`src/rtl/spi_pkg.sv`:
```
// Shared types and bit-order helpers for the single-byte SPI master.
package spi_pkg;

  localparam int SPI_BITS = 8;

  typedef enum logic [2:0] {
    IDLE,
    SETUP,
    HIGH,
    LOW,
    TRAIL
  } spi_state_e;

  // Bit that goes out on mosi next, given the current TX shift register.
  function automatic logic first_bit(input logic [SPI_BITS-1:0] d, input logic lsb_first);
    return lsb_first ? d[0] : d[SPI_BITS-1];
  endfunction

  function automatic logic [SPI_BITS-1:0] tx_shift(input logic [SPI_BITS-1:0] d,
                                                   input logic lsb_first);
    return lsb_first ? {1'b0, d[SPI_BITS-1:1]} : {d[SPI_BITS-2:0], 1'b0};
  endfunction

  // LSB-first bits enter at the MSB so the first bit lands in bit 0 after 8 samples.
  function automatic logic [SPI_BITS-1:0] rx_shift(input logic [SPI_BITS-1:0] d,
                                                   input logic b,
                                                   input logic lsb_first);
    return lsb_first ? {b, d[SPI_BITS-1:1]} : {d[SPI_BITS-2:0], b};
  endfunction

endpackage

```
`src/rtl/spi_halfperiod_timer.sv`:
```
// Down-counter measuring one SCLK half-period; tick marks the last cycle of it.
module spi_halfperiod_timer #(
  parameter int HALF_PERIOD = 2
) (
  input  logic clk,
  input  logic rst,
  input  logic restart,
  output logic tick
);

  localparam logic [7:0] LOAD = 8'(HALF_PERIOD - 1);

  logic [7:0] cnt_reg;

  // Holds at zero once expired rather than wrapping.
  always_ff @(posedge clk or negedge rst) begin
    if (!rst) begin
      cnt_reg <= 8'd0;
    end else if (restart) begin
      cnt_reg <= LOAD;
    end else if (cnt_reg != 8'd0) begin
      cnt_reg <= cnt_reg - 8'd1;
    end
  end

  assign tick = (cnt_reg == 8'd0);

endmodule

```
`src/rtl/spi_master.sv`:
```
// Mode-0 single-byte SPI master: FSM, shift registers and bit counter.
module spi_master
  import spi_pkg::*;
#(
  parameter int HALF_PERIOD = 2,
  parameter bit LSB_FIRST   = 1'b1
) (
  input  logic       clk,
  input  logic       rst,
  input  logic       start,
  input  logic [7:0] tx_data,
  output logic       busy,
  output logic       done,
  output logic [7:0] rx_data,
  output logic       sclk,
  output logic       cs,
  output logic       mosi,
  input  logic       miso
);

  localparam logic [2:0] LAST_BIT = 3'(SPI_BITS - 1);

  spi_state_e          state_reg;
  logic [SPI_BITS-1:0] tx_sr_reg;
  logic [SPI_BITS-1:0] rx_sr_reg;
  logic [SPI_BITS-1:0] tx_next;
  logic [2:0]          bit_cnt_reg;
  logic                tick;
  logic                restart;

  // Every non-idle state leaves on tick, so reloading on tick reloads on each transition.
  assign restart = (state_reg == IDLE) || tick;
  assign tx_next = tx_shift(tx_sr_reg, LSB_FIRST);

  spi_halfperiod_timer #(
    .HALF_PERIOD(HALF_PERIOD)
  ) u_timer (
    .clk    (clk),
    .rst    (rst),
    .restart(restart),
    .tick   (tick)
  );

  always_ff @(posedge clk or negedge rst) begin
    if (!rst) begin
      state_reg   <= IDLE;
      tx_sr_reg   <= '0;
      rx_sr_reg   <= '0;
      bit_cnt_reg <= 3'd0;
      cs          <= 1'b1;
      sclk        <= 1'b0;
      mosi        <= 1'b0;
      busy        <= 1'b0;
      done        <= 1'b0;
      rx_data     <= 8'h00;
    end else begin
      done <= 1'b0;
      case (state_reg)
        IDLE: begin
          if (start) begin
            tx_sr_reg   <= tx_data;
            rx_sr_reg   <= '0;
            bit_cnt_reg <= 3'd0;
            cs          <= 1'b0;
            busy        <= 1'b1;
            mosi        <= first_bit(tx_data, LSB_FIRST);
            state_reg   <= SETUP;
          end
        end
        SETUP, LOW: begin
          if (tick) begin
            sclk      <= 1'b1;
            rx_sr_reg <= rx_shift(rx_sr_reg, miso, LSB_FIRST);
            state_reg <= HIGH;
          end
        end
        HIGH: begin
          if (tick) begin
            sclk <= 1'b0;
            if (bit_cnt_reg == LAST_BIT) begin
              state_reg <= TRAIL;
            end else begin
              bit_cnt_reg <= bit_cnt_reg + 3'd1;
              tx_sr_reg   <= tx_next;
              mosi        <= first_bit(tx_next, LSB_FIRST);
              state_reg   <= LOW;
            end
          end
        end
        TRAIL: begin
          if (tick) begin
            cs        <= 1'b1;
            busy      <= 1'b0;
            mosi      <= 1'b0;
            rx_data   <= rx_sr_reg;
            done      <= 1'b1;
            state_reg <= IDLE;
          end
        end
        default: state_reg <= IDLE;
      endcase
    end
  end

endmodule

```
`config.mk`:
```
export PLATFORM = sky130hd
export DESIGN_NAME = spi_master
export DESIGN_NICKNAME = d
export VERILOG_FILES = /design/src/rtl/spi_pkg.sv /design/src/rtl/spi_halfperiod_timer.sv /design/src/rtl/spi_master.sv
export SDC_FILE = /design/constraint.sdc
export NUM_CORES = 1
export LEC_CHECK = 0
export ABC_CLOCK_PERIOD_IN_PS = 4800
export CORE_AREA = 2 2 60 67
export DETAILED_ROUTE_END_ITERATION = 12
export DIE_AREA = 0 0 62 69
export GPL_TIMING_DRIVEN = 0
export PLACE_DENSITY = 0.88
export SYNTH_ARGS = -nofsm -noshare
export SYNTH_HDL_FRONTEND = slang
export SYNTH_SLANG_ARGS = --single-unit
```
`constraint.sdc`:
```
create_clock -name clk -period 4.8 [get_ports clk]
set_clock_uncertainty 0.2 [all_clocks]
set_input_delay 0.72 -clock clk [delete_from_list [all_inputs] [get_ports clk]]
set_output_delay 0.72 -clock clk [all_outputs]
set_load 0.01 [all_outputs]
```
==> flow_summary.yaml, run 1 <==
global_routing:
  grt_pass1_vias: 1398
  grt_max_degree: 42
  grt_first_pass_wirelength_um: 6134
  grtUsageTotal: 0.1916
  gr-total-overflow: 0
  antenna_found_initial: 0
worst_hold_path:
  hold_path.class: "reg -> reg"
cells_and_area:
  register_area_sq_um: 1052
  fin_cells: 267
  multi_input_area_sq_um: 853.3
  fillers: 276
  drive_gt1_frac: 0.1889
  final_common_cell: "dfrtp_1"
  fin_nets: 232
  diodes: 0
  syn_to_final_growth_pct: 21.76
  final_cell_mix: "dfrtp_1 (41), nand2_1 (28), clkdlybuf4s50_1 (23)"
placement:
  numPortBuffers: 24
  placedCellCount: 258
  pre_cts_slack_ps: 2244
  finalWeightedCongestion: 0.7891
  dp_hpwl_um: 2506
route:
  drc: 0
  vias_per_cell: 5.131
  vias: 1370
  dr.pass1.iters: 4
  drt-total-wl_um: 3543
  drt_iter0_drc: 100
  wl_per_cell_um: 13.27
  ant_nets: 0
logic_synthesis:
  ys_types: 36
  synth.net_count: 199
  ys_seq_elements: 42
  syn_area_per_cell_sq_um: 10.97
  synth_warnings: 0
  async_flop_share: 1.000
  synth_cells: 183
  synth_edf_count: 0
  ys.flop_type: "dfrtp_1"
  synth_area_sq_um: 2007
  synth_seq_area_share: 0.5243
power:
  switchingPower_uw: 445.7
  cellInternalPower_uw: 845.4
  powerDensity_nw_per_um2: 528.4
  switching_share: 0.3452
  seqPwrFrac: 0.441
  p_clk_frac: 0.211
  vdd_drop_max_v: 0.0003287
  power.leakage_nw: 1.121
  comb_power_share: 0.349
setup_path:
  crit_required_ps: 3880
  worstSetupPathType: "reg -> out"
  path_buf_inv: 1
  worstPathArrival_ps: 1360
  startpoint_type: "register"
  slowest_stage: "dfstp_2"
  cp-end-kind: "primary output"
  crit_chain: "clkdlybuf4s50_1"
  slowest_delay_ps: 540
  crit_family: "flip-flops"
  crit_fanout: 2
timing:
  setup_viol: 0
  max-slew-margin-rel: 0.6763
  worst_pin_slew_ps: 483.5
  hold_slack_ps: 261.5
  final_max_slew_viol_count: 0
  timing.fmax_mhz: 439.0
  rsz0062_at_grt: "no"
  period_share: 0.4745
  setup_slack_ps: 2522
  hold_viol: 0
  min_period_ps: 2278
  setup_tns_ps: 0
die:
  die_area_sq_um: 4278
  initial_core_util: 0.5579
  core_sq_um: 3597
  io_pins: 25
  die_h_um: 69
  die_w_um: 62
  core.rowCount: 23
cts:
  path_clk_slew_ps: 80
  htree_levels: 2
  cts_sinks: 42
  postCtsSetupRepairBufs: 0
  cts_tree: "done"
  cts_root_buf: "clkbuf_8"
  clk_latency_ps: 290
  cts_buffer_depth: 2
  cts_buffers: 5
flow_run:
  drv_cap: 0
outcome:
  status: "completed"
-- final timing paths --
path                                         start      endpoint  slack (ps)  cells after the start
worst max-delay path                            cs            cs        2520                      1
worst min-delay path                            cs            cs         260                      2
worst max register to register  u_timer.cnt_reg[0]  tx_sr_reg[4]        2560                      7
worst min register to register                  cs            cs         260                      2
max in group asynchronous                      rst            cs        3410                      3
min in group asynchronous                      rst  tx_sr_reg[7]         540                      2
-- cell type report --
| class | count | area share |
|---|---|---|
| Clock inverter | 3 | 0.01639 |
| Multi-Input combinational cell | 119 | 0.3492 |
| Tap cell | 50 | 0.02560 |
| Clock buffer | 5 | 0.02816 |
| Timing Repair Buffer | 26 | 0.1086 |
| Inverter | 15 | 0.02304 |
| Sequential cell | 42 | 0.4306 |
| Buffer | 7 | 0.01843 |
-- power groups by stage --
| stage | registers [mW] | clock network [mW] | logic [mW] |
|---|---|---|---|
| finish | 0.569 | 0.272 | 0.450 |
| global route | 0.584 | 0.291 | 0.515 |
| CTS | 0.567 | 0.277 | 0.456 |
| detailed placement | 0.572 | 0 | 0.453 |
| global placement | 0.564 | 0 | 0.430 |
| floorplan | 0.555 | 0 | 0.338 |
-- what timing repair did --
item	in CTS	in global routing
hold endpoints to repair	1	0
hold buffers	1	0
gates resized for setup	0	0
-- logic make-up after synthesis --
logic type / Yosys count / share of synthesized area
DFF: 42 / 0.5243
and+or+nand+nor: 68 / 0.1808
buffers and inverters: 22 / 0.05050
muxes: 17 / 0.1185
AOI/OAI and AO/OA: 25 / 0.07918
xor gates and xnor gates: 5 / 0.02182
adders and majority gates: 4 / 0.02494
-- synthesized netlist by cell type (3+ instances only) --
master / number / share of area
a21oi_1: 5 / 0.012
buf_2: 3 / 0.0075
dfrtp_1: 41 / 0.51
ha_1: 4 / 0.025
inv_1: 15 / 0.028
mux2_4: 13 / 0.097
nand2_1: 28 / 0.052
nand3_1: 13 / 0.032
nor2_1: 11 / 0.021
o21ai_0: 13 / 0.032
xnor2_1: 3 / 0.013
-- metrics by stage --
step           power [mW]    util  area (sq um)
2_1_floorplan      0.8934       -          2007
3_3_place_gp       0.9941  0.6421          2310
3_5_place_dp        1.025  0.6463          2325
4_1_cts             1.300  0.6793          2444
5_1_grt             1.390  0.6793          2444
6_report            1.291  0.6793          2444
-- metal layers --
| metal | wire length (um) | GRT usage | vias to the layer above |
|---|---|---|---|
| met5 | 0 | 0 | - |
| met1 | 1554 | 0.2408 | 659 |
| met2 | 1781 | 0.2951 | 32 |
| met4 | 70 | 0.08747 | 0 |
| li1 | - | - | 674 |
| met3 | 137 | 0.05629 | 5 |
Power figures use the tool's default switching activity.
==> inputs of run 2 (changes only) <==
--- a/config.mk
+++ b/config.mk
@@ -5,12 +5,12 @@
 export SDC_FILE = /design/constraint.sdc
 export NUM_CORES = 1
 export LEC_CHECK = 0
-export ABC_CLOCK_PERIOD_IN_PS = 4800
-export CORE_AREA = 2 2 60 67
+export ABC_CLOCK_PERIOD_IN_PS = 1850
+export CORE_AREA = 2 2 65 73
 export DETAILED_ROUTE_END_ITERATION = 12
-export DIE_AREA = 0 0 62 69
+export DIE_AREA = 0 0 67 75
 export GPL_TIMING_DRIVEN = 0
-export PLACE_DENSITY = 0.88
+export PLACE_DENSITY = 0.8
 export SYNTH_ARGS = -nofsm -noshare
 export SYNTH_HDL_FRONTEND = slang
 export SYNTH_SLANG_ARGS = --single-unit
==> constraint.sdc (replaced) <==
create_clock -name clk -period 1.85 [get_ports clk]
set_clock_uncertainty 0.2 [all_clocks]
set_input_delay 0.2775 -clock clk [delete_from_list [all_inputs] [get_ports clk]]
set_output_delay 0.2775 -clock clk [all_outputs]
set_load 0.01 [all_outputs]
==> run 2 against run 1 <==
Compared with the run above: the run now ends with negative setup slack left; setup slack got worse by 2800 ps; routed wire length rose by 30%; worst hold slack improved by 9.8 ps; combinational power rose to 3.7 times the previous value; critical path type is now reg -> reg; sequential share of layout area fell by 6.1 points; non-clock buffer count rose by 24; clock-buffer cell count rose by 1; global-route usage rose by 0.35 points; via count rose by 12%; total power rose to 3.2 times the previous value; largest power group is now combinational cells; clock power rose to 3.3 times the previous value; final cell count rose by 10%.
==> flow_summary.yaml, run 2 (synthesis gave the netlist of run 1 again) <==
flow_run:
  drv_cap: 0
global_routing:
  grt_pass1_vias: 1540
  grt_use_met2: 0.3465
  antenna_found_initial: 0
  grtUsageMet3: 0.04783
  grtUsageTotal: 0.1951
  grt_first_pass_wirelength_um: 7245
  grt_max_degree: 43
  use_met1: 0.2366
  busiest_layer: "met2"
  gr-total-overflow: 0
placement:
  numPortBuffers: 24
  dp_hpwl_um: 2538
  pre_cts_slack_ps: -382.2
  finalWeightedCongestion: 0.8579
  placedCellCount: 261
  placed_area_sq_um: 2325
route:
  vias: 1529
  vias_per_cell: 5.183
  drc: 0
  ant_nets: 0
  drt-total-wl_um: 4602
  wl_per_cell_um: 15.60
  dr.pass1.iters: 4
  drt_iter0_drc: 87
setup_path:
  crit_fanout: 5
  worstPathArrival_ps: 2140
  startpoint_type: "register"
  slowest_delay_ps: 390
  crit_required_ps: 1830
  cp-end-kind: "register"
  slowest_stage: "dfrtp_1"
  worstSetupPathType: "reg -> reg"
  crit_chain: "inv_2 > ha_4 > nor3b_4 > nand2_4 > o31ai_4 > buf_6 > mux2_4"
die:
  initial_core_util: 0.4718
  die_area_sq_um: 5025
  die_h_um: 75
  io_pins: 25
  die_w_um: 67
  core.rowCount: 25
  core_sq_um: 4254
cts:
  htree_levels: 2
  cts_tree: "done"
  cts_buffers: 5
  cts_sinks: 42
  cts_buffer_depth: 2
  clk_latency_ps: 290
  cts_root_buf: "clkbuf_8"
  path_clk_slew_ps: 80
power:
  powerDensity_nw_per_um2: 1430
  power.leakage_nw: 1.304
  vdd_drop_max_v: 0.0007326
timing:
  setup_tns_ps: -5344
  timing.fmax_mhz: 463.6
  worst_pin_slew_ps: 931.1
  rsz0062_at_grt: "yes"
  setup_slack_ps: -307.2
  min_period_ps: 2157
  setup_viol: 26
  max-slew-margin-rel: 0.3793
  period_share: 1.166
  hold_viol: 0
  final_max_slew_viol_count: 0
cells_and_area:
  fillers: 320
  fin_cells: 295
  multi_input_area_sq_um: 970.9
  register_area_sq_um: 1054
  final_common_cell: "dfrtp_1"
  fin_nets: 256
  design_area_sq_um: 2850
  syn_to_final_growth_pct: 42.02
  final_cell_mix: "dfrtp_1 (40), nand2_1 (25), clkdlybuf4s50_1 (22)"
  diodes: 0
  drive_gt1_frac: 0.3693
worst_hold_path:
  hold_path.class: "reg -> reg"
outcome:
  violations: "negative setup slack"
  status: "finished, violations left"
==> run 2: cell count changes in the layout (fill, tap and decap cells not counted), moves of 3 or more <==
cell,previous run,this run
buf_4,0,13
buf_6,2,14
inv_1,15,12
inv_2,0,3
nand2_1,28,25
nand3_1,13,5
nand3_2,0,7
o21ai_0,13,4
o21ai_1,0,5
o21ai_2,0,4
==> run 2: timing repair <==
item	4_1_cts	5_1_grt
cloned	2	1
gates resized for setup	22	38
pin swaps	4	4
buffers inserted	16	7
endpoints found under the setup margin	29	36
hold buffers	1	0
hold endpoints to repair	41	0
==> run 2: area by class of cell <==
class	count	area share
well taps	54	0.02371
multi-input cells	119	0.3407
clock inverters	2	0.02107
flip-flops and latches	42	0.3696
plain buffers	7	0.02195
inverters	15	0.01975
clock buffers	6	0.02897
repair buffers	50	0.1743
==> run 2: worst paths after layout <==
path	start	end	slack [ps]	cells after the start
setup / recovery	u_timer.cnt_reg[1]	tx_sr_reg[3]	-310	7
hold / removal	cs	cs	270	2
setup reg to reg	u_timer.cnt_reg[1]	tx_sr_reg[3]	-310	7
hold reg to reg	cs	cs	270	2
max in group asynchronous	rst	u_timer.cnt_reg[2]	350	2
min in group asynchronous	rst	tx_sr_reg[4]	460	2
==> run 2: power by group <==
part	switching, mW	internal (mW)	total (mW)
clock network	0.323	0.576	0.899
registers	0.271	1.23	1.50
logic	0.805	0.869	1.67
==> run 2: per-stage QoR <==
stage	total power [mW]	utilization	hold WS (ps)
after floorplan	2.360	-	-218.1
after global placement	2.634	0.5476	246.0
after detailed placement	2.697	0.5465	250.6
after CTS	3.820	0.6329	275.4
after global routing	4.300	0.6700	284.9
final	4.075	0.6700	271.4
==> run 2: critical path, delay by kind of cell (launching register included) <==
family	cells	cell delay, ps
AO/OA/AOI/OAI	1	300
adder cells (fa/ha/maj)	1	130
buffers and inverters	2	280
flip-flops	1	390
multiplexers	1	300
AND/OR/NAND/NOR	2	420
==> run 2: per-layer routing <==
metal,vias up,routed length (um)
met5,-,0
met4,0,65
met3,9,164
met2,30,2488
met1,761,1884
li1,729,-
==> RTL edit 1: new RTL, config.mk and constraints of run 1 <==
Put one more register stage on the output `done`, with the module's reset. The value now appears one clock later. The other outputs are not delayed to match.
--- a/src/rtl/spi_master.sv
+++ b/src/rtl/spi_master.sv
@@ -19,6 +19,8 @@
 );
 
   localparam logic [2:0] LAST_BIT = 3'(SPI_BITS - 1);
+
+  logic done_s0;
 
   spi_state_e          state_reg;
   logic [SPI_BITS-1:0] tx_sr_reg;
@@ -51,10 +53,10 @@
       sclk        <= 1'b0;
       mosi        <= 1'b0;
       busy        <= 1'b0;
-      done        <= 1'b0;
+      done_s0     <= 1'b0;
       rx_data     <= 8'h00;
     end else begin
-      done <= 1'b0;
+      done_s0 <= 1'b0;
       case (state_reg)
         IDLE: begin
           if (start) begin
@@ -93,7 +95,7 @@
             busy      <= 1'b0;
             mosi      <= 1'b0;
             rx_data   <= rx_sr_reg;
-            done      <= 1'b1;
+            done_s0   <= 1'b1;
             state_reg <= IDLE;
           end
         end
@@ -102,5 +104,13 @@
     end
   end
 
+  always_ff @(posedge clk or negedge rst) begin
+    if (!rst) begin
+      done <= '0;
+    end else begin
+      done <= done_s0;
+    end
+  end
+
 endmodule
 
Behaviour: no difference found for any inputs over 10 cycles, from zero or initial values and one cycle with rst low; that may be too few to reach the edited logic, so the function may still have changed.
==> RTL edit 1 against run 1 <==
- cell count did not move
- sequential cell count rose by 1
- final area rose by 1.1%
- worst setup slack got worse by 0.033 ns
- routed wire length rose by 1.0%
- power rose by 1.3%
- die area did not move
- fmax fell by 1.4%
- synthesized area rose by 1.2%
- critical path type is now reg -> reg
- critical endpoint is now tx_sr_reg[1]
- largest cell class unchanged
==> RTL edit 1: results (changes against run 1) <==
hpwl dp 2520 um (was 2510 um); Worst Min Path Start done_s0 (was cs); mux cell area share after synthesis 11.7% (was 11.8%); First DRT Iteration DRCs 62 (was 100); Slowest cell on crit path dfrtp_1 (was dfstp_2); Ant. Diodes 0 (unchanged); sequential share of the synthesized area 53.0% (was 52.4%); WHS Path Cells 0 (was 2); per-cell routed wire length 13.4 um (was 13.3 um); sw frac 34.5% (about the same); synth warn 0 (unchanged); root buf cell clkbuf_8 (unchanged); Min Hold Slack 0.156 ns (was 0.262 ns); Critical Path Start u_timer.cnt_reg[0] (was cs); worst hold path class reg -> reg (unchanged); first-pass GRT wire length 6260 um (was 6130 um); Synth cell types 36 (unchanged); GRT Overall Usage 19.6% (was 19.2%); Post-Synth XOR/XNOR Area 2.16% (was 2.18%); placed cells 259 (was 258); Min-Delay Endpoint done (was cs); top post-synthesis cells by area dfrtp_1 52%, mux2_4 9.6%, nand2_1 5.2% (was dfrtp_1 51%, mux2_4 9.7%, nand2_1 5.2%); Final Cycle Share 48.1% (was 47.5%); Lkg Pwr 1.13 nW (was 1.12 nW); most common library cells after synthesis 42 x dfrtp_1, 28 x nand2_1, 15 x inv_1 (was 41 x dfrtp_1, 28 x nand2_1, 15 x inv_1); combinational cell power 0.000454 W (was 0.000450 W); DP Area 0.00236 mm2 (was 0.00232 mm2); drt pass-1 iters 6 (was 4); WL final 3580 um (was 3540 um); total CTS buffers 5 (unchanged); Post-CTS Setup Inserts 0 (unchanged); syn nets 200 (was 199); via count 1387 (was 1370); R2R depth 7 (unchanged); clk slew on worst S/H paths 0.08 ns (about the same); Peak VDD IR 0.260 mV (was 0.329 mV); adder-cell share of the synthesized area 2.46% (was 2.49%); Synth Area in Compound Gates 7.82% (was 7.92%); worst slack at placement 2.24 ns (about the same); Port Buffers 24 (unchanged); Critical Path End tx_sr_reg[1] (was cs); reg2reg setup slack 2.49 ns (was 2.56 ns); post-CTS sizing 0 (unchanged); clock group power 0.000278 W (was 0.000272 W); clock power share 21.3% (was 21.1%); max incr delay on CP 0.41 ns (was 0.54 ns); critical path fanouts, max 10 (was 2); Slew HR 62.9% (was 67.6%); RD Place Congestion 0.793 (was 0.789); H-Tree Depth 2 (unchanged); cells after synthesis 184 (was 183); CP top delay family simple AND/OR/NAND/NOR gates (was flip-flops); Max clock buf depth 2 (unchanged); Worst EP arrival 2.29 ns (was 1.36 ns); asr flop ratio synth 100% (unchanged); Nets 232 (unchanged); initial antenna violation count 0 (unchanged); largest net degree at the start of global routing 25 (was 42); status finished, final reports clean (unchanged)
RTL edit 1: changes by cell type after synthesis:
cell     before  now
dfrtp_1      41   42
RTL edit 1: final cells by class:
| type | instances | area [um2] |
|---|---|---|
| plain buffers | 7 | 45.0 |
| clock buffers | 5 | 68.8 |
| clock inverters | 3 | 43.8 |
| fillers | 276 | 1130 |
| inverters | 15 | 56.3 |
| multi-input cells | 119 | 853 |
| flip-flops and latches | 43 | 1080 |
| well taps | 50 | 62.6 |
| repair buffers | 25 | 263 |
RTL edit 1: routing by layer:
layer  GRT usage, %  share of wire [%]  vias to the layer above  wire length [um]
met1           26.1                 46                      677              1650
met5              0                  0                        -                 0
li1               -                  -                      681                 -
met4           6.86                1.6                        0                59
met2           29.5                 48                       22              1730
met3           6.38                3.8                        7               136
RTL edit 1: kinds of logic (layout without fill, tap and decap cells):
family,count (synthesis),count (layout)
simple gates,68,68
flops,43,43
compound gates,25,25
buf+inv,22,55
mux,17,17
xor+xnor,5,5
fa+ha+maj,4,4
==> RTL edit 2: new RTL, flow settings as in run 1 <==
Without the edit above. The parameter `LSB_FIRST` goes from 1'b1 to 1'b0.
--- a/src/rtl/spi_master.sv
+++ b/src/rtl/spi_master.sv
@@ -3,7 +3,7 @@
   import spi_pkg::*;
 #(
   parameter int HALF_PERIOD = 2,
-  parameter bit LSB_FIRST   = 1'b1
+  parameter bit LSB_FIRST   = 1'b0
 ) (
   input  logic       clk,
   input  logic       rst,
Check against the original RTL: not equivalent (Yosys sat finds a counterexample within 4 cycles, from zero or initial values and one cycle with rst low).
==> RTL edit 2 against run 1 <==
- register-to-register slack got worse by 0.15 ns
- power grew 3.1%
- sequential cell count unchanged
- final area fell by 2.6%
- global-route usage rose by 0.92 points
- clock power rose by 26%
- count of clock-buffer cells in the layout grew 1
- utilization decreased by 1.8 points
- worst setup slack got worse by 0.11 ns
- cell count down 1.5%
- routed wire length up 2.4%
- synthesized area fell by 3.4%
- highest routed layer unchanged
==> RTL edit 2: results (changes against run 1) <==
Worst EP arrival 2.35 ns (was 1.36 ns); worst slack at placement 2.17 ns (was 2.24 ns); Non-Clock Buffer Area Fraction 12.4% (was 12.7%); worst flop-to-flop path startpoint u_timer.cnt_reg[0] (unchanged); met1 GRT Util 25.6% (was 24.1%); sequential cells 42 (unchanged); Internal 0.000888 W (was 0.000845 W); CP top delay family simple AND/OR/NAND/NOR gates (was flip-flops); max incr delay on CP 0.45 ns (was 0.54 ns); critical path fanouts, max 10 (was 2); Post-CTS Setup Inserts 0 (unchanged); Synth cell types 38 (was 36); number of global-route vias before repair 1396 (was 1398); top post-synthesis cells by area dfrtp_1 53%, o21ai_0 5.9%, mux2_4 5.4% (was dfrtp_1 51%, mux2_4 9.7%, nand2_1 5.2%); first-pass GRT wire length 6320 um (was 6130 um); ys flop type dfrtp_1 (unchanged); Seq pwr share 43.4% (was 44.1%); Synth Area in Compound Gates 9.48% (was 7.92%); sequential share of the synthesized area 54.3% (was 52.4%); Slew HR 40.4% (was 67.6%); Peak VDD IR 0.293 mV (was 0.329 mV); First DRT Iteration DRCs 87 (was 100); inverters 13 (was 15); Signal buffers 35 (was 33); kind of critical path reg -> reg (was reg -> out); reg2reg setup slack 2.41 ns (was 2.56 ns); Fmax 419 MHz (was 439 MHz); clkbuf count 6 (was 5); Post-Synth XOR/XNOR Area 2.26% (was 2.18%); met3 wire length 99 um (was 137 um); Filler cells 286 (was 276); mux cell area share after synthesis 9.10% (was 11.8%); area of the multi-input gates 779 um2 (was 853 um2); via count 1395 (was 1370); routing usage on met3 6.38% (was 5.63%); status finished, final reports clean (unchanged); adder-cell share of the synthesized area 2.58% (was 2.49%); GRT Overall Usage 20.1% (was 19.2%); wire length on met2 1830 um (was 1780 um); Seq/total area 44.2% (was 43.1%); Metal-1 WL 1620 um (was 1550 um); DP Area 0.00224 mm2 (was 0.00232 mm2); multi-input gate count 115 (was 119); non-filler cells, final 263 (was 267); clock group power 0.000343 W (was 0.000272 W); Nets 228 (was 232); Global Route met2 Usage 30.4% (was 29.5%); final cell utilization of the core 66.2% (was 67.9%); largest net degree at the start of global routing 43 (was 42); hpwl dp 2490 um (was 2510 um); per-cell routed wire length 13.8 um (was 13.3 um); share of post-route cells with drive strength above 1 12.7% (was 18.9%)
-- RTL edit 2: cell types whose count changed after synthesis, moves of 2 or more --
cell / change
inv_1: -2
mux2_4: -6
nand2b_1: +3
nor3b_1: +4
nand2_1: -8
nand3_1: -5
or3b_2: -2
o21ai_0: +10
nand4b_1: +3
buf_4: +2
clkbuf_1: +4
mux2i_1: +4
nor2_1: -2
nor3b_2: -2
-- RTL edit 2: worst min-delay path by stage --
stage / from / slack (ns) / cells past startpoint / end
after detailed placement: tx_sr_reg[6] / 0.26 / 2 / tx_sr_reg[6]
after global routing: cs / 0.30 / 2 / cs
after floorplan: rst / 0.22 / 0 / bit_cnt_reg[0]
final: tx_sr_reg[6] / 0.27 / 2 / tx_sr_reg[6]
after global placement: cs / 0.25 / 2 / cs
after CTS: tx_sr_reg[6] / 0.28 / 2 / tx_sr_reg[6]
